$ cat src/rtl/dram_bridge_pkg.sv
// Shared constants for the DRAM AXI bridge.
//   - AXI burst/response codes and fixed attribute tie-offs
//   - Front (request) and write-engine FSM state encodings
//   - beat_lsb(): byte-offset width of one AXI beat
package dram_bridge_pkg;

    localparam int unsigned ID_W = 4;

    localparam logic [1:0] BURST_INCR  = 2'b01;
    localparam logic [3:0] AXI_CACHE   = 4'b0011;

    localparam logic [1:0] RESP_OKAY   = 2'b00;
    localparam logic [1:0] RESP_EXOKAY = 2'b01;
    localparam logic [1:0] RESP_SLVERR = 2'b10;
    localparam logic [1:0] RESP_DECERR = 2'b11;

    // Front FSM
    localparam logic [2:0] StCalib  = 3'd0;
    localparam logic [2:0] StIdle   = 3'd1;
    localparam logic [2:0] StRdrain = 3'd2;
    localparam logic [2:0] StRaddr  = 3'd3;
    localparam logic [2:0] StRdata  = 3'd4;

    // Write engine FSM
    localparam logic [1:0] WStIdle  = 2'd0;
    localparam logic [1:0] WStReq   = 2'd1;
    localparam logic [1:0] WStResp  = 2'd2;

    function automatic int unsigned beat_lsb(input int unsigned data_w);
        return $clog2(data_w / 8);
    endfunction

endpackage

$ cat src/rtl/dram_axi_bridge_if.sv
// Single-beat AXI4 bus between the bridge (master) and the MIG/interconnect (slave).
//   AW/W/B: write address, data, response.  AR/R: read address, data.
interface dram_axi_bridge_if #(
    parameter int unsigned ADDR_W = 28,
    parameter int unsigned DATA_W = 128
);
    import dram_bridge_pkg::*;

    logic [ID_W-1:0]     awid;
    logic [ADDR_W-1:0]   awaddr;
    logic [7:0]          awlen;
    logic [2:0]          awsize;
    logic [1:0]          awburst;
    logic                awlock;
    logic [3:0]          awcache;
    logic [2:0]          awprot;
    logic [3:0]          awqos;
    logic                awvalid;
    logic                awready;

    logic [DATA_W-1:0]   wdata;
    logic [DATA_W/8-1:0] wstrb;
    logic                wlast;
    logic                wvalid;
    logic                wready;

    logic [1:0]          bresp;
    logic                bvalid;
    logic                bready;

    logic [ID_W-1:0]     arid;
    logic [ADDR_W-1:0]   araddr;
    logic [7:0]          arlen;
    logic [2:0]          arsize;
    logic [1:0]          arburst;
    logic                arlock;
    logic [3:0]          arcache;
    logic [2:0]          arprot;
    logic [3:0]          arqos;
    logic                arvalid;
    logic                arready;

    logic [DATA_W-1:0]   rdata;
    logic [1:0]          rresp;
    logic                rvalid;
    logic                rready;

    modport master (
        output awid, awaddr, awlen, awsize, awburst, awlock, awcache, awprot, awqos, awvalid,
        input  awready,
        output wdata, wstrb, wlast, wvalid,
        input  wready,
        input  bresp, bvalid,
        output bready,
        output arid, araddr, arlen, arsize, arburst, arlock, arcache, arprot, arqos, arvalid,
        input  arready,
        input  rdata, rresp, rvalid,
        output rready
    );

    modport slave (
        input  awid, awaddr, awlen, awsize, awburst, awlock, awcache, awprot, awqos, awvalid,
        output awready,
        input  wdata, wstrb, wlast, wvalid,
        output wready,
        output bresp, bvalid,
        input  bready,
        input  arid, araddr, arlen, arsize, arburst, arlock, arcache, arprot, arqos, arvalid,
        output arready,
        output rdata, rresp, rvalid,
        input  rready
    );

endinterface

$ cat src/rtl/sync_fifo.sv
// Synchronous FIFO with first-word-fall-through read port.
//   push_i/wdata_i : enqueue (ignored when full unless popping in the same cycle)
//   pop_i          : dequeue head (ignored when empty)
//   rdata_o        : current head entry
//   full_o/empty_o : occupancy flags
module sync_fifo #(
    parameter int unsigned WIDTH = 8,
    parameter int unsigned DEPTH = 4
) (
    input  logic             clk_i,
    input  logic             rst_i,
    input  logic             push_i,
    input  logic             pop_i,
    input  logic [WIDTH-1:0] wdata_i,
    output logic [WIDTH-1:0] rdata_o,
    output logic             full_o,
    output logic             empty_o
);
    localparam int unsigned PTR_W = $clog2(DEPTH);

    logic [WIDTH-1:0] mem_q [DEPTH];
    // Extra MSB distinguishes full from empty when the index bits match.
    logic [PTR_W:0]   wptr_q, rptr_q;
    logic             do_push, do_pop;

    assign empty_o = (wptr_q == rptr_q);
    assign full_o  = (wptr_q[PTR_W] != rptr_q[PTR_W]) &&
                     (wptr_q[PTR_W-1:0] == rptr_q[PTR_W-1:0]);
    assign do_pop  = pop_i && !empty_o;
    assign do_push = push_i && (!full_o || do_pop);
    assign rdata_o = mem_q[rptr_q[PTR_W-1:0]];

    always_ff @(posedge clk_i or posedge rst_i) begin
        if (rst_i) begin
            wptr_q <= '0;
            rptr_q <= '0;
        end else begin
            if (do_push) wptr_q <= wptr_q + {{PTR_W{1'b0}}, 1'b1};
            if (do_pop)  rptr_q <= rptr_q + {{PTR_W{1'b0}}, 1'b1};
        end
    end

    always_ff @(posedge clk_i) begin
        if (do_push) mem_q[wptr_q[PTR_W-1:0]] <= wdata_i;
    end

endmodule

$ cat src/rtl/dram_axi_bridge.sv
// Bridge from the core's 32-bit word request port to a single-beat AXI4 master.
//   i_clk, i_rst        : clock, async active-high reset
//   i_calib_done        : DRAM calibration complete (first rise releases the bridge)
//   i_rd_en/i_wr_en     : requests, sampled while o_busy=0 (write wins if both)
//   i_addr/i_data/i_wstrb: byte address, write word, byte enables
//   o_busy              : requests ignored this cycle
//   o_rdata/o_rvalid    : full read beat with one-cycle valid pulse
//   o_err               : sticky SLVERR/DECERR flag
//   m_axi               : AXI4 master port
// Writes are posted into a queue and drained one at a time; a read waits for the
// queue and the write engine to go idle so it always observes earlier writes.
module dram_axi_bridge
    import dram_bridge_pkg::*;
#(
    parameter int unsigned ADDR_W = 28,
    parameter int unsigned DATA_W = 128,
    parameter int unsigned QDEPTH = 4
) (
    input  logic              i_clk,
    input  logic              i_rst,
    input  logic              i_calib_done,
    input  logic              i_rd_en,
    input  logic              i_wr_en,
    input  logic [31:0]       i_addr,
    input  logic [31:0]       i_data,
    input  logic [3:0]        i_wstrb,
    output logic              o_busy,
    output logic [DATA_W-1:0] o_rdata,
    output logic              o_rvalid,
    output logic              o_err,
    dram_axi_bridge_if.master m_axi
);
    localparam int unsigned LSB     = beat_lsb(DATA_W);
    localparam int unsigned STRB_W  = DATA_W / 8;
    localparam int unsigned ENTRY_W = ADDR_W + DATA_W + STRB_W;

    // Request lane mapping
    logic [ADDR_W-1:0] req_addr;
    logic [DATA_W-1:0] req_wdata;
    logic [STRB_W-1:0] strb_base, req_wstrb;

    assign req_addr  = {i_addr[ADDR_W-1:LSB], {LSB{1'b0}}};
    assign req_wdata = {(DATA_W/32){i_data}};

    always_comb begin
        strb_base      = '0;
        strb_base[3:0] = i_wstrb;
    end

    if (LSB > 2) begin : g_lane
        assign req_wstrb = strb_base << {i_addr[LSB-1:2], 2'b00};
    end else begin : g_no_lane
        assign req_wstrb = strb_base;
    end

    if (ADDR_W < 32) begin : g_addr_hi
        logic unused_addr_hi;
        assign unused_addr_hi = ^i_addr[31:ADDR_W];
    end
    logic unused_lo;
    assign unused_lo = ^{i_addr[1:0], m_axi.bresp[0], m_axi.rresp[0]};

    // Posted-write queue
    logic               q_push, q_pop, q_full, q_empty;
    logic [ENTRY_W-1:0] q_head;

    sync_fifo #(
        .WIDTH(ENTRY_W),
        .DEPTH(QDEPTH)
    ) u_wq (
        .clk_i  (i_clk),
        .rst_i  (i_rst),
        .push_i (q_push),
        .pop_i  (q_pop),
        .wdata_i({req_addr, req_wdata, req_wstrb}),
        .rdata_o(q_head),
        .full_o (q_full),
        .empty_o(q_empty)
    );

    // Front FSM
    logic [2:0]        state_q, state_d;
    logic [ADDR_W-1:0] raddr_q;
    logic [DATA_W-1:0] rdata_q;
    logic              rvalid_q, err_q;
    logic              rd_accept;
    logic [1:0]        wstate_q, wstate_d;

    assign o_busy = (state_q != StIdle) || q_full;

    always_comb begin
        state_d   = state_q;
        q_push    = 1'b0;
        rd_accept = 1'b0;
        case (state_q)
            StCalib:  if (i_calib_done) state_d = StIdle;
            StIdle: begin
                if (!q_full) begin
                    if (i_wr_en) begin
                        q_push = 1'b1;
                    end else if (i_rd_en) begin
                        rd_accept = 1'b1;
                        state_d   = StRdrain;
                    end
                end
            end
            // Read-after-write: hold the read until every posted write has its B response.
            StRdrain: if (q_empty && (wstate_q == WStIdle)) state_d = StRaddr;
            StRaddr:  if (m_axi.arready) state_d = StRdata;
            StRdata:  if (m_axi.rvalid) state_d = StIdle;
            default:  state_d = StCalib;
        endcase
    end

    always_ff @(posedge i_clk or posedge i_rst) begin
        if (i_rst) begin
            state_q  <= StCalib;
            raddr_q  <= '0;
            rdata_q  <= '0;
            rvalid_q <= 1'b0;
            err_q    <= 1'b0;
        end else begin
            state_q  <= state_d;
            rvalid_q <= 1'b0;
            if (rd_accept) raddr_q <= req_addr;
            if ((state_q == StRdata) && m_axi.rvalid) begin
                rdata_q  <= m_axi.rdata;
                rvalid_q <= 1'b1;
            end
            // resp[1] covers both SLVERR and DECERR.
            if ((m_axi.bvalid && m_axi.bready && m_axi.bresp[1]) ||
                (m_axi.rvalid && m_axi.rready && m_axi.rresp[1])) begin
                err_q <= 1'b1;
            end
        end
    end

    assign o_rdata  = rdata_q;
    assign o_rvalid = rvalid_q;
    assign o_err    = err_q;

    // Write engine
    logic aw_done_q, aw_done_d, w_done_q, w_done_d;

    always_comb begin
        wstate_d  = wstate_q;
        aw_done_d = aw_done_q;
        w_done_d  = w_done_q;
        q_pop     = 1'b0;
        case (wstate_q)
            WStIdle: begin
                aw_done_d = 1'b0;
                w_done_d  = 1'b0;
                if (!q_empty) wstate_d = WStReq;
            end
            WStReq: begin
                if (m_axi.awvalid && m_axi.awready) aw_done_d = 1'b1;
                if (m_axi.wvalid && m_axi.wready)   w_done_d  = 1'b1;
                if (aw_done_d && w_done_d)          wstate_d  = WStResp;
            end
            WStResp: begin
                if (m_axi.bvalid) begin
                    q_pop    = 1'b1;
                    wstate_d = WStIdle;
                end
            end
            default: wstate_d = WStIdle;
        endcase
    end

    always_ff @(posedge i_clk or posedge i_rst) begin
        if (i_rst) begin
            wstate_q  <= WStIdle;
            aw_done_q <= 1'b0;
            w_done_q  <= 1'b0;
        end else begin
            wstate_q  <= wstate_d;
            aw_done_q <= aw_done_d;
            w_done_q  <= w_done_d;
        end
    end

    // AXI outputs; the queue head stays put until its B response pops it.
    assign m_axi.awaddr  = q_head[ENTRY_W-1 -: ADDR_W];
    assign m_axi.wdata   = q_head[STRB_W +: DATA_W];
    assign m_axi.wstrb   = q_head[STRB_W-1:0];
    assign m_axi.awvalid = (wstate_q == WStReq) && !aw_done_q;
    assign m_axi.wvalid  = (wstate_q == WStReq) && !w_done_q;
    assign m_axi.wlast   = 1'b1;
    assign m_axi.bready  = (wstate_q == WStResp);

    assign m_axi.araddr  = raddr_q;
    assign m_axi.arvalid = (state_q == StRaddr);
    assign m_axi.rready  = (state_q == StRdata);

    assign m_axi.awid    = '0;
    assign m_axi.awlen   = '0;
    assign m_axi.awsize  = 3'(LSB);
    assign m_axi.awburst = BURST_INCR;
    assign m_axi.awlock  = 1'b0;
    assign m_axi.awcache = AXI_CACHE;
    assign m_axi.awprot  = '0;
    assign m_axi.awqos   = '0;
    assign m_axi.arid    = '0;
    assign m_axi.arlen   = '0;
    assign m_axi.arsize  = 3'(LSB);
    assign m_axi.arburst = BURST_INCR;
    assign m_axi.arlock  = 1'b0;
    assign m_axi.arcache = AXI_CACHE;
    assign m_axi.arprot  = '0;
    assign m_axi.arqos   = '0;

endmodule

$ cat src/flat_wrapper.sv
// flat-port wrapper written by rule: the top's interface ports become plain ports
module dram_axi_bridge_flat import dram_bridge_pkg::*;
#(
    parameter int unsigned ADDR_W = 28,
    parameter int unsigned DATA_W = 128,
    parameter int unsigned QDEPTH = 4
)
  (i_clk, i_rst, i_calib_done, i_rd_en, i_wr_en, i_addr, i_data, i_wstrb, o_busy, o_rdata, o_rvalid, o_err, m_axi_awid, m_axi_awaddr, m_axi_awlen, m_axi_awsize, m_axi_awburst, m_axi_awlock, m_axi_awcache, m_axi_awprot, m_axi_awqos, m_axi_awvalid, m_axi_awready, m_axi_wdata, m_axi_wstrb, m_axi_wlast, m_axi_wvalid, m_axi_wready, m_axi_bresp, m_axi_bvalid, m_axi_bready, m_axi_arid, m_axi_araddr, m_axi_arlen, m_axi_arsize, m_axi_arburst, m_axi_arlock, m_axi_arcache, m_axi_arprot, m_axi_arqos, m_axi_arvalid, m_axi_arready, m_axi_rdata, m_axi_rresp, m_axi_rvalid, m_axi_rready);
  dram_axi_bridge_if #(.ADDR_W(ADDR_W), .DATA_W(DATA_W)) m_axi_i ();
  input  logic i_clk;
  input  logic i_rst;
  input  logic i_calib_done;
  input  logic i_rd_en;
  input  logic i_wr_en;
  input  logic [31:0] i_addr;
  input  logic [31:0] i_data;
  input  logic [3:0] i_wstrb;
  output logic o_busy;
  output logic [DATA_W-1:0] o_rdata;
  output logic o_rvalid;
  output logic o_err;
  output wire logic [$bits(m_axi_i.awid)-1:0] m_axi_awid;
  output wire logic [$bits(m_axi_i.awaddr)-1:0] m_axi_awaddr;
  output wire logic [$bits(m_axi_i.awlen)-1:0] m_axi_awlen;
  output wire logic [$bits(m_axi_i.awsize)-1:0] m_axi_awsize;
  output wire logic [$bits(m_axi_i.awburst)-1:0] m_axi_awburst;
  output wire logic [$bits(m_axi_i.awlock)-1:0] m_axi_awlock;
  output wire logic [$bits(m_axi_i.awcache)-1:0] m_axi_awcache;
  output wire logic [$bits(m_axi_i.awprot)-1:0] m_axi_awprot;
  output wire logic [$bits(m_axi_i.awqos)-1:0] m_axi_awqos;
  output wire logic [$bits(m_axi_i.awvalid)-1:0] m_axi_awvalid;
  input wire logic [$bits(m_axi_i.awready)-1:0] m_axi_awready;
  output wire logic [$bits(m_axi_i.wdata)-1:0] m_axi_wdata;
  output wire logic [$bits(m_axi_i.wstrb)-1:0] m_axi_wstrb;
  output wire logic [$bits(m_axi_i.wlast)-1:0] m_axi_wlast;
  output wire logic [$bits(m_axi_i.wvalid)-1:0] m_axi_wvalid;
  input wire logic [$bits(m_axi_i.wready)-1:0] m_axi_wready;
  input wire logic [$bits(m_axi_i.bresp)-1:0] m_axi_bresp;
  input wire logic [$bits(m_axi_i.bvalid)-1:0] m_axi_bvalid;
  output wire logic [$bits(m_axi_i.bready)-1:0] m_axi_bready;
  output wire logic [$bits(m_axi_i.arid)-1:0] m_axi_arid;
  output wire logic [$bits(m_axi_i.araddr)-1:0] m_axi_araddr;
  output wire logic [$bits(m_axi_i.arlen)-1:0] m_axi_arlen;
  output wire logic [$bits(m_axi_i.arsize)-1:0] m_axi_arsize;
  output wire logic [$bits(m_axi_i.arburst)-1:0] m_axi_arburst;
  output wire logic [$bits(m_axi_i.arlock)-1:0] m_axi_arlock;
  output wire logic [$bits(m_axi_i.arcache)-1:0] m_axi_arcache;
  output wire logic [$bits(m_axi_i.arprot)-1:0] m_axi_arprot;
  output wire logic [$bits(m_axi_i.arqos)-1:0] m_axi_arqos;
  output wire logic [$bits(m_axi_i.arvalid)-1:0] m_axi_arvalid;
  input wire logic [$bits(m_axi_i.arready)-1:0] m_axi_arready;
  input wire logic [$bits(m_axi_i.rdata)-1:0] m_axi_rdata;
  input wire logic [$bits(m_axi_i.rresp)-1:0] m_axi_rresp;
  input wire logic [$bits(m_axi_i.rvalid)-1:0] m_axi_rvalid;
  output wire logic [$bits(m_axi_i.rready)-1:0] m_axi_rready;
  assign m_axi_awid = m_axi_i.awid;
  assign m_axi_awaddr = m_axi_i.awaddr;
  assign m_axi_awlen = m_axi_i.awlen;
  assign m_axi_awsize = m_axi_i.awsize;
  assign m_axi_awburst = m_axi_i.awburst;
  assign m_axi_awlock = m_axi_i.awlock;
  assign m_axi_awcache = m_axi_i.awcache;
  assign m_axi_awprot = m_axi_i.awprot;
  assign m_axi_awqos = m_axi_i.awqos;
  assign m_axi_awvalid = m_axi_i.awvalid;
  assign m_axi_i.awready = m_axi_awready;
  assign m_axi_wdata = m_axi_i.wdata;
  assign m_axi_wstrb = m_axi_i.wstrb;
  assign m_axi_wlast = m_axi_i.wlast;
  assign m_axi_wvalid = m_axi_i.wvalid;
  assign m_axi_i.wready = m_axi_wready;
  assign m_axi_i.bresp = m_axi_bresp;
  assign m_axi_i.bvalid = m_axi_bvalid;
  assign m_axi_bready = m_axi_i.bready;
  assign m_axi_arid = m_axi_i.arid;
  assign m_axi_araddr = m_axi_i.araddr;
  assign m_axi_arlen = m_axi_i.arlen;
  assign m_axi_arsize = m_axi_i.arsize;
  assign m_axi_arburst = m_axi_i.arburst;
  assign m_axi_arlock = m_axi_i.arlock;
  assign m_axi_arcache = m_axi_i.arcache;
  assign m_axi_arprot = m_axi_i.arprot;
  assign m_axi_arqos = m_axi_i.arqos;
  assign m_axi_arvalid = m_axi_i.arvalid;
  assign m_axi_i.arready = m_axi_arready;
  assign m_axi_i.rdata = m_axi_rdata;
  assign m_axi_i.rresp = m_axi_rresp;
  assign m_axi_i.rvalid = m_axi_rvalid;
  assign m_axi_rready = m_axi_i.rready;
  dram_axi_bridge #(.ADDR_W(ADDR_W), .DATA_W(DATA_W), .QDEPTH(QDEPTH)) u_core (.i_clk(i_clk), .i_rst(i_rst), .i_calib_done(i_calib_done), .i_rd_en(i_rd_en), .i_wr_en(i_wr_en), .i_addr(i_addr), .i_data(i_data), .i_wstrb(i_wstrb), .o_busy(o_busy), .o_rdata(o_rdata), .o_rvalid(o_rvalid), .o_err(o_err), .m_axi(m_axi_i));
endmodule
$ cat config.mk
export PLATFORM = sky130hd
export DESIGN_NAME = dram_axi_bridge_flat
export DESIGN_NICKNAME = d
export VERILOG_FILES = /design/src/rtl/dram_bridge_pkg.sv /design/src/rtl/dram_axi_bridge_if.sv /design/src/rtl/sync_fifo.sv /design/src/rtl/dram_axi_bridge.sv /design/src/flat_wrapper.sv
export SDC_FILE = /design/constraint.sdc
export NUM_CORES = 1
export LEC_CHECK = 0
export BUFFER_PORTS_ARGS = -buffer_cell sky130_fd_sc_hd__buf_2
export CAP_MARGIN = 20
export CORE_AREA = 2 2 238 240
export CTS_BUF_LIST = sky130_fd_sc_hd__clkbuf_4 sky130_fd_sc_hd__clkbuf_8
export CTS_CLUSTER_DIAMETER = 30
export DETAILED_ROUTE_END_ITERATION = 10
export DIE_AREA = 0 0 240 242
export MAX_ROUTING_LAYER = met4
export PLACE_DENSITY = 0.65
export SLEW_MARGIN = 5
export SYNTH_ARGS = -nofsm -noshare
export SYNTH_HDL_FRONTEND = slang
export SYNTH_SLANG_ARGS = --single-unit
$ cat constraint.sdc
create_clock -name i_clk -period 17.1 [get_ports i_clk]
set_input_delay 3.42 -clock i_clk [delete_from_list [all_inputs] [get_ports i_clk]]
set_output_delay 3.42 -clock i_clk [all_outputs]
set_load 0.05 [all_outputs]
==> results of run 1 <==
## registers in the layout, indices dropped and copies added, names as in the netlist
signal / flops
u_core.wstate_q: 2
u_core.o_rvalid: 1
u_core.u_wq.mem_q: 288
u_core.aw_done_q: 1
u_core.state_q: 3
u_core.m_axi.araddr: 24
u_core.w_done_q: 1
u_core.u_wq.rptr_q: 3
u_core.o_rdata: 128
u_core.o_err: 1
u_core.u_wq.wptr_q: 3
## worst min-delay path, cell delays in order, from the launching register on
cell	delay (ns)
sky130_fd_sc_hd__dfrtp_1	0.34
sky130_fd_sc_hd__a31oi_1	0.05
sky130_fd_sc_hd__nand2_1	0.05
## layer usage
layer,vias up,GRT usage [%]
met5,-,-
met4,0,6.467
met3,74,5.002
met2,482,26.34
met1,5127,17.07
li1,4478,-
## cell usage after synthesis, types with 2 or more instances
master,instances,area (um^2)
sky130_fd_sc_hd__xor2_1,3,26.28
sky130_fd_sc_hd__buf_6,13,146.4
sky130_fd_sc_hd__nand2_1,9,33.78
sky130_fd_sc_hd__buf_4,164,1231
sky130_fd_sc_hd__edfxtp_1,288,8648
sky130_fd_sc_hd__a31oi_1,2,12.51
sky130_fd_sc_hd__conb_1,2,7.510
sky130_fd_sc_hd__ha_1,5,62.56
sky130_fd_sc_hd__buf_2,12,60.06
sky130_fd_sc_hd__a21oi_1,2,10.01
sky130_fd_sc_hd__inv_1,8,30.03
sky130_fd_sc_hd__mux4_2,72,1622
sky130_fd_sc_hd__xnor2_1,3,26.28
sky130_fd_sc_hd__buf_1,7,26.28
sky130_fd_sc_hd__dfrtp_1,167,4179
sky130_fd_sc_hd__and3_1,5,31.28
sky130_fd_sc_hd__nor2b_1,3,18.77
sky130_fd_sc_hd__a211oi_1,2,15.01
sky130_fd_sc_hd__and2_1,16,100.1
sky130_fd_sc_hd__mux2_1,153,1723
sky130_fd_sc_hd__nor2_1,10,37.54
sky130_fd_sc_hd__o21ai_0,2,10.01
## area by class of cell
cell class | instances | area, um^2
Sequential cell | 455 | 12830
Fill cell | 5162 | 32590
Inverter | 8 | 37.54
Antenna cell | 11 | 27.53
Clock buffer | 131 | 1672
Clock inverter | 55 | 749.5
Tap cell | 756 | 945.9
Multi-Input combinational cell | 371 | 4164
Timing Repair Buffer | 538 | 2715
## cell families after synthesis
kind of cell,after synthesis,share of synthesized area [%]
AND/OR/NAND/NOR,52,1.667
buffers and inverters,205,8.213
multiplexers,226,18.40
AO/OA/AOI/OAI,14,0.6175
flip-flops,455,70.34
other,2,0.04118
XOR/XNOR,7,0.3775
adder cells (fa/ha/maj),5,0.3431
## how the worst min path moves through the flow
stage | cells past startpoint | startpoint | slack, ns | endpoint
CTS | 1 | u_core.o_rdata[107]$_DFFE_PP0N_ | 0.48 | u_core.o_rdata[107]$_DFFE_PP0N_
finish | 2 | u_core.o_err$_DFFE_PP0P_ | 0.48 | u_core.o_err$_DFFE_PP0P_
global placement | 2 | u_core.o_err$_DFFE_PP0P_ | 0.46 | u_core.o_err$_DFFE_PP0P_
global route | 1 | u_core.o_rdata[107]$_DFFE_PP0N_ | 0.49 | u_core.o_rdata[107]$_DFFE_PP0N_
detailed placement | 1 | u_core.o_rdata[115]$_DFFE_PP0N_ | 0.47 | u_core.o_rdata[115]$_DFFE_PP0N_
floorplan | 1 | u_core.u_wq.rptr_q[2]$_DFFE_PP0P_ | 0.46 | u_core.u_wq.rptr_q[2]$_DFFE_PP0P_
## metrics by stage
step	utilization [%]	cell area, um^2	std cells	setup WS, ns
floorplan	-	18480	1031	9.162
global placement	37.14	20700	2128	10.88
detailed placement	37.14	20700	2128	10.86
CTS	41.48	23120	2314	10.09
global route	41.53	23140	2324	9.974
finish	41.53	23150	2325	10.32
==> impl_summary.md, run 1 <==
Detailed routing
The post-route DRC violation count is 0. The number of vias per cell is 4.370. The detailed router used layers up to and including met4. The met2 wire length is 22960 um. For this block, the via count after detailed routing is 10161. Summed over all layers, the routed wires come to 44860 um. After detailed routing, the wire length on met1 is about 17000 um.

Before antenna repair, the detailed router went through 6 iterations. Once detail routing completed, the nets flagged for antenna violations numbered 0. The number of design-rule violations left by the first detailed-router iteration is 372. The average detailed-routed wire length per instance is 19.30 um. The amount of wire on met3 after detailed routing is approximately 3500 um.

Synth
For this run, the number of Yosys warnings is 0. The post-synthesis instance area is 0.01823 mm^2. After synthesis, the netlist uses 40 different library cells.

In the synthesized netlist the dominant register cell turns out to be sky130_fd_sc_hd__edfxtp_1. Counting flops with an async set or reset pin after synthesis yields a share of 36.70%. The mean area per synthesized cell is between 15 and 20 um^2. In the synthesized netlist, the number of instances is 966. After synthesis the netlist holds a flip-flop and latch count of between 400 and 500. The sequential cell area fraction in the yosys report is 70.34%. The number of flops mapped to enable cells by yosys is 288.

STA
The clock arrives with 0.03751 ns of skew. Setup repair after global routing left no endpoint under its margin. For this run, the top clock speed supported by timing is 147.5 MHz. The number of hold violations in the final report is 0.

The max-slew violation count came to 0. The worst pin sits at a relative slew slack of 36.61%. At the pin with the least slew margin, the transition time is 0.9509 ns. Across all hold checks on the routed design, the worst slack comes to between 0.4 and 0.5 ns. The final worst-path cycle share is 39.65%. The sum of negative setup slack is 0 ns. The final setup violation count is 0. The smallest clock period supported by the final layout is computed as a little under 7 ns.

Global route
The first global-routing pass estimated 65630 um of wire. The number of antenna violations at the first check in global routing is 11. Global routing used 15.67% of the available tracks across all layers. The via count of the first global-routing pass was 10812. Entering global routing, the biggest net connects 98 pins. The global-route congestion overflow total is 0.

Clock network
The number of post-CTS setup repair buffers is 0. The post-cts sizing count is 0. TritonCTS built the clock tree. Hold repair after CTS inserted 0 buffers.

The later pin in the worst-skew pair is clocked with a latency of 0.68 ns. The clock-pin slew on the worst setup and hold paths is 0.06 ns. The tree built by TritonCTS fans out to 455 sinks. The clock tree synthesis step divided the H-tree into 3 levels.

The total clock buffers created by CTS is 100. The clock passes through at most 3 buffers. The cell sitting at the root of the clock tree is a sky130_fd_sc_hd__clkbuf_8.

Setup path
In this run the worst setup path terminates at m_axi_wdata[92]. The path type of the worst setup path is flop to output port. Walking the worst path, the cells encountered are buf_4, mux4_2, buf_2. For the worst setup path, the data arrival time is 3.36 ns. The launch point of the worst path is u_core.u_wq.rptr_q[0]$_DFFE_PP0P_. The path depth of the worst reg2reg path is 4. The largest individual stage delay along the critical path comes from the cell sky130_fd_sc_hd__dfrtp_4.

For the worst setup path, the data required time is 13.68 ns. The number of stages on the worst setup path is 3. The startpoint identified for the worst register-to-register timing path is u_core.u_wq.rptr_q[0]$_DFFE_PP0P_. The category of cells accounting for the largest share of critical-path delay is buffers and inverters.

Along the worst path, the maximum fanout reaches slightly above 40. The destination of the worst register-to-register timing path is u_core.u_wq.mem_q[2][161]$_DFFE_PP_. For this run, the slowest stage of the critical path takes 0.92 ns. The category of the worst setup path capture point is an output port. The worst setup path is launched from a flop. Setup slack on the worst reg-to-reg path comes out at 13.63 ns.

Together, buffers and inverters on the worst path number 2.

Placement
The final RePlAce weighted congestion is 0.8025. The HPWL after detailed placement is 30680 um. The number of port buffers is 529.

Die
The effective utilization at floorplan is between 30 and 40%. The height of the die is 242 um. The die width is between 200 and 250 um. The core area is 0.05573 mm^2. The die footprint is 0.05808 mm^2. The number of top-level design ports is approximately 600.

Row generation in the floorplan step produced slightly below 90 rows.

Layout
For this run, the post-layout net count is around 1700. In the layout the commonest cells are sky130_fd_sc_hd__buf_2, sky130_fd_sc_hd__edfxtp_1, sky130_fd_sc_hd__dfrtp_1. Leaving out fill and tap cells, the most frequent cell in the layout is sky130_fd_sc_hd__buf_2. Cells with a size suffix above 1 make up 51.80% of the layout. The area growth from synthesis to final layout is 26.93%.

Outcome
The flow ran to the end, and the final reports show no timing, DRC or antenna violations.

Min path
The worst hold path belongs to the class flop to flop.

Flow run
The number of maximum-capacitance constraint violations is 0.
Power of run 1 is left out: the tool's default activity adds up to more than one toggle a clock period on the data nets, which glitch-free logic cannot reach.
==> run 2, diff against run 1 <==
--- a/config.mk
+++ b/config.mk
@@ -7,13 +7,13 @@
 export LEC_CHECK = 0
 export BUFFER_PORTS_ARGS = -buffer_cell sky130_fd_sc_hd__buf_2
 export CAP_MARGIN = 20
-export CORE_AREA = 2 2 238 240
+export CORE_AREA = 2 2 239 241
 export CTS_BUF_LIST = sky130_fd_sc_hd__clkbuf_4 sky130_fd_sc_hd__clkbuf_8
 export CTS_CLUSTER_DIAMETER = 30
 export DETAILED_ROUTE_END_ITERATION = 10
-export DIE_AREA = 0 0 240 242
+export DIE_AREA = 0 0 241 243
 export MAX_ROUTING_LAYER = met4
-export PLACE_DENSITY = 0.65
+export PLACE_DENSITY = 0.67
 export SLEW_MARGIN = 5
 export SYNTH_ARGS = -nofsm -noshare
 export SYNTH_HDL_FRONTEND = slang
==> constraint.sdc (replaced) <==
create_clock -name i_clk -period 5.7 [get_ports i_clk]
set_input_delay 1.14 -clock i_clk [delete_from_list [all_inputs] [get_ports i_clk]]
set_output_delay 1.14 -clock i_clk [all_outputs]
set_load 0.05 [all_outputs]
==> run 2 against run 1 <==
Setup slack got worse by 8.6 ns. Flip-flop and latch count did not move. Routed wire length fell by 1.1%. First-iteration DRC count fell by 3.5%. Cell area fell by 0.74%. Via count fell by 1.2%. Register-to-register slack got worse by 11 ns. Count of clock-buffer cells in the layout fell by 9. Non-clock buffer count rose by 3. Worst hold slack got worse by 0.0016 ns.
==> impl_summary.md, run 2 (synthesized netlist as in run 1, its figures left out) <==
Clock network
The CTS tree is built. Clock tree synthesis inserted a total of 94 buffers. The number of clock sinks is 455. At the later pin of the worst-skew pair, clock insertion delay measures 0.65 ns. After clock tree synthesis, the setup repair step added 0 buffers. The number of H-tree branching levels is 3. The library cell used as clock root buffer is sky130_fd_sc_hd__clkbuf_8. The count of hold-fix buffers inserted at cts is 0.

The clock-pin slew on the worst setup and hold paths is 0.05 ns. The maximum count of clock buffers along a single path is 3. The post-cts sizing count is 0.

Setup path
The data arrival time of the worst path is 2.84 ns. The kind of launch point of the worst setup path is a flop. The path type of the worst setup path is flop to output port.

Of all nets on the critical path, the largest fanout is 49. Traced cell by cell, the critical path runs through buf_12, mux4_2, buf_2. The slowest stage cell on the critical path is sky130_fd_sc_hd__dfrtp_4.

The highest cell delay on the worst timing path is 0.82 ns. The combined buffer and inverter count along the critical path is 2. STA classifies the critical path endpoint as an output port. The endpoint required time on the critical path is around 4.6 ns. The cell family contributing the most delay on the critical path is flip-flops.

Die
The height of the die is 243 um. The standard-cell row count is 87. The die width is 241 um. The core area is 0.05595 mm^2. Once the floorplan was initialized, standard cells occupied 32.59% of the core. The number of top-level design ports is 605. The die covers 0.05856 mm^2.

Global route
The number of antenna violations at the first check in global routing came to 15. The via count of the first global-routing pass was between 10000 and 15000. After global routing the overflow that remains totals 0. Global routing used around 15% of the available tracks across all layers. Entering global routing, the biggest net connects between 100 and 150 pins.

The first global-routing pass estimated 64430 um of wire.

Layout
Excluding fillers, the count of instances in the completed layout stands at roughly 2300. The top cell types in the final layout, fill and taps aside, are sky130_fd_sc_hd__buf_2, sky130_fd_sc_hd__edfxtp_1, sky130_fd_sc_hd__dfrtp_1. From synthesis to final layout, the design area changed by 25.99%. The proportion of layout cells with a drive suffix above 1 is 51.26%.

The most common library cell in the layout ignoring fill and taps is sky130_fd_sc_hd__buf_2. The register with the most flip-flops in the layout has 288 of them. The final net count is between 1500 and 2000.

Outcome
The run finished with clean final reports.

Detailed routing
In the final routed layout, each cell accounts on average for 19.12 um. The pre-antenna-repair detailed-routing pass consisted of 6 iterations. The number of design-rule violations left by the first detailed-router iteration is 359. Once detail routing completed, the nets flagged for antenna violations numbered 0.

The total number of vias is about 10000. For this block, the routed nets add up to about 44000 um of wire. For this run, design rule violations remaining after detail routing come to 0. Dividing the detail-routed via count by the number of cells gives 4.328.

Placement
In this run, placement finished with an instance count of ~2100. Summed over all nets, the half-perimeter wirelength after detailed placement is between 30000 and 40000 um. The final RePlAce weighted congestion is a little over 0.8. Before CTS, the worst setup slack after placement is 2.137 ns. During placement, the flow inserted port buffers numbering 529.

STA
Setup violations remaining at the end of the flow were counted as 0. Headroom to the max-slew limit came out at between 30 and 40%. Adding up every negative setup slack in the final design gives 0 ns. Setup repair after global routing left no endpoint under its margin. At the pin with the least slew margin, the transition time is 0.9948 ns. The post-layout worst setup margin is approximately 1.7 ns. The max-slew violation count is 0. The top achievable clock speed is 251.5 MHz. Between clock sinks in the finished design, the worst skew comes to just over 0.02 ns. The hold slack is 0.4747 ns. The number of hold violations in the final report was 0. The final critical-path required period is just under 4 ns. The final worst-path cycle share is 69.75%.

Min path
The path class of the lowest-slack min-delay path is flop to flop.

Flow run
The number of maximum-capacitance constraint violations is 0.
[run 2: cell count changes in the layout (fill, tap and decap cells not counted), sizes merged, moves of 2 or more]
cell    previous run  this run
clkbuf           131       122
diode             11        15
buf              538       541
bufinv            16        13
clkinv            29        27
[run 2: per-stage QoR]
step	util (%)	cell area, um^2
detailed placement	37.07	20740
global placement	37.07	20740
CTS	40.99	22940
floorplan	-	18480
finish	41.06	22970
global route	41.06	22970
[run 2: routing by layer]
metal | part of all wire [%] | global-route usage (%)
met1 | 37 | 16.82
met2 | 51 | 25.74
met3 | 8.6 | 5.175
met4 | 2.7 | 6.191
met5 | 0 | -
[run 2: layout make-up]
type,instances,area (um^2)
Antenna cell,15,37.54
Clock buffer,122,1554
Clock inverter,52,641.9
Fill cell,5120,32980
Inverter,8,37.54
Multi-Input combinational cell,371,4173
Sequential cell,455,12830
Tap cell,756,945.9
Timing Repair Buffer,541,2750
[run 2: path summary, 6_finish.rpt]
path | cells past startpoint | slack, ns | endpoint | from
worst max-delay path | 3 | 1.72 | m_axi_wdata[62] | u_core.u_wq.rptr_q[0]$_DFFE_PP0P_
worst min-delay path | 1 | 0.47 | u_core.o_rdata[95]$_DFFE_PP0N_ | u_core.o_rdata[95]$_DFFE_PP0N_
worst max register to register | 4 | 2.25 | u_core.u_wq.mem_q[0][118]$_DFFE_PP_ | u_core.u_wq.rptr_q[1]$_DFFE_PP0P_
worst min register to register | 1 | 0.47 | u_core.o_rdata[95]$_DFFE_PP0N_ | u_core.o_rdata[95]$_DFFE_PP0N_
max in group asynchronous | 3 | 3.72 | u_core.o_rdata[35]$_DFFE_PP0N_ | i_rst
min in group asynchronous | 2 | 0.65 | u_core.o_rdata[89]$_DFFE_PP0N_ | i_rst
Power of run 2 is left out for the same reason.
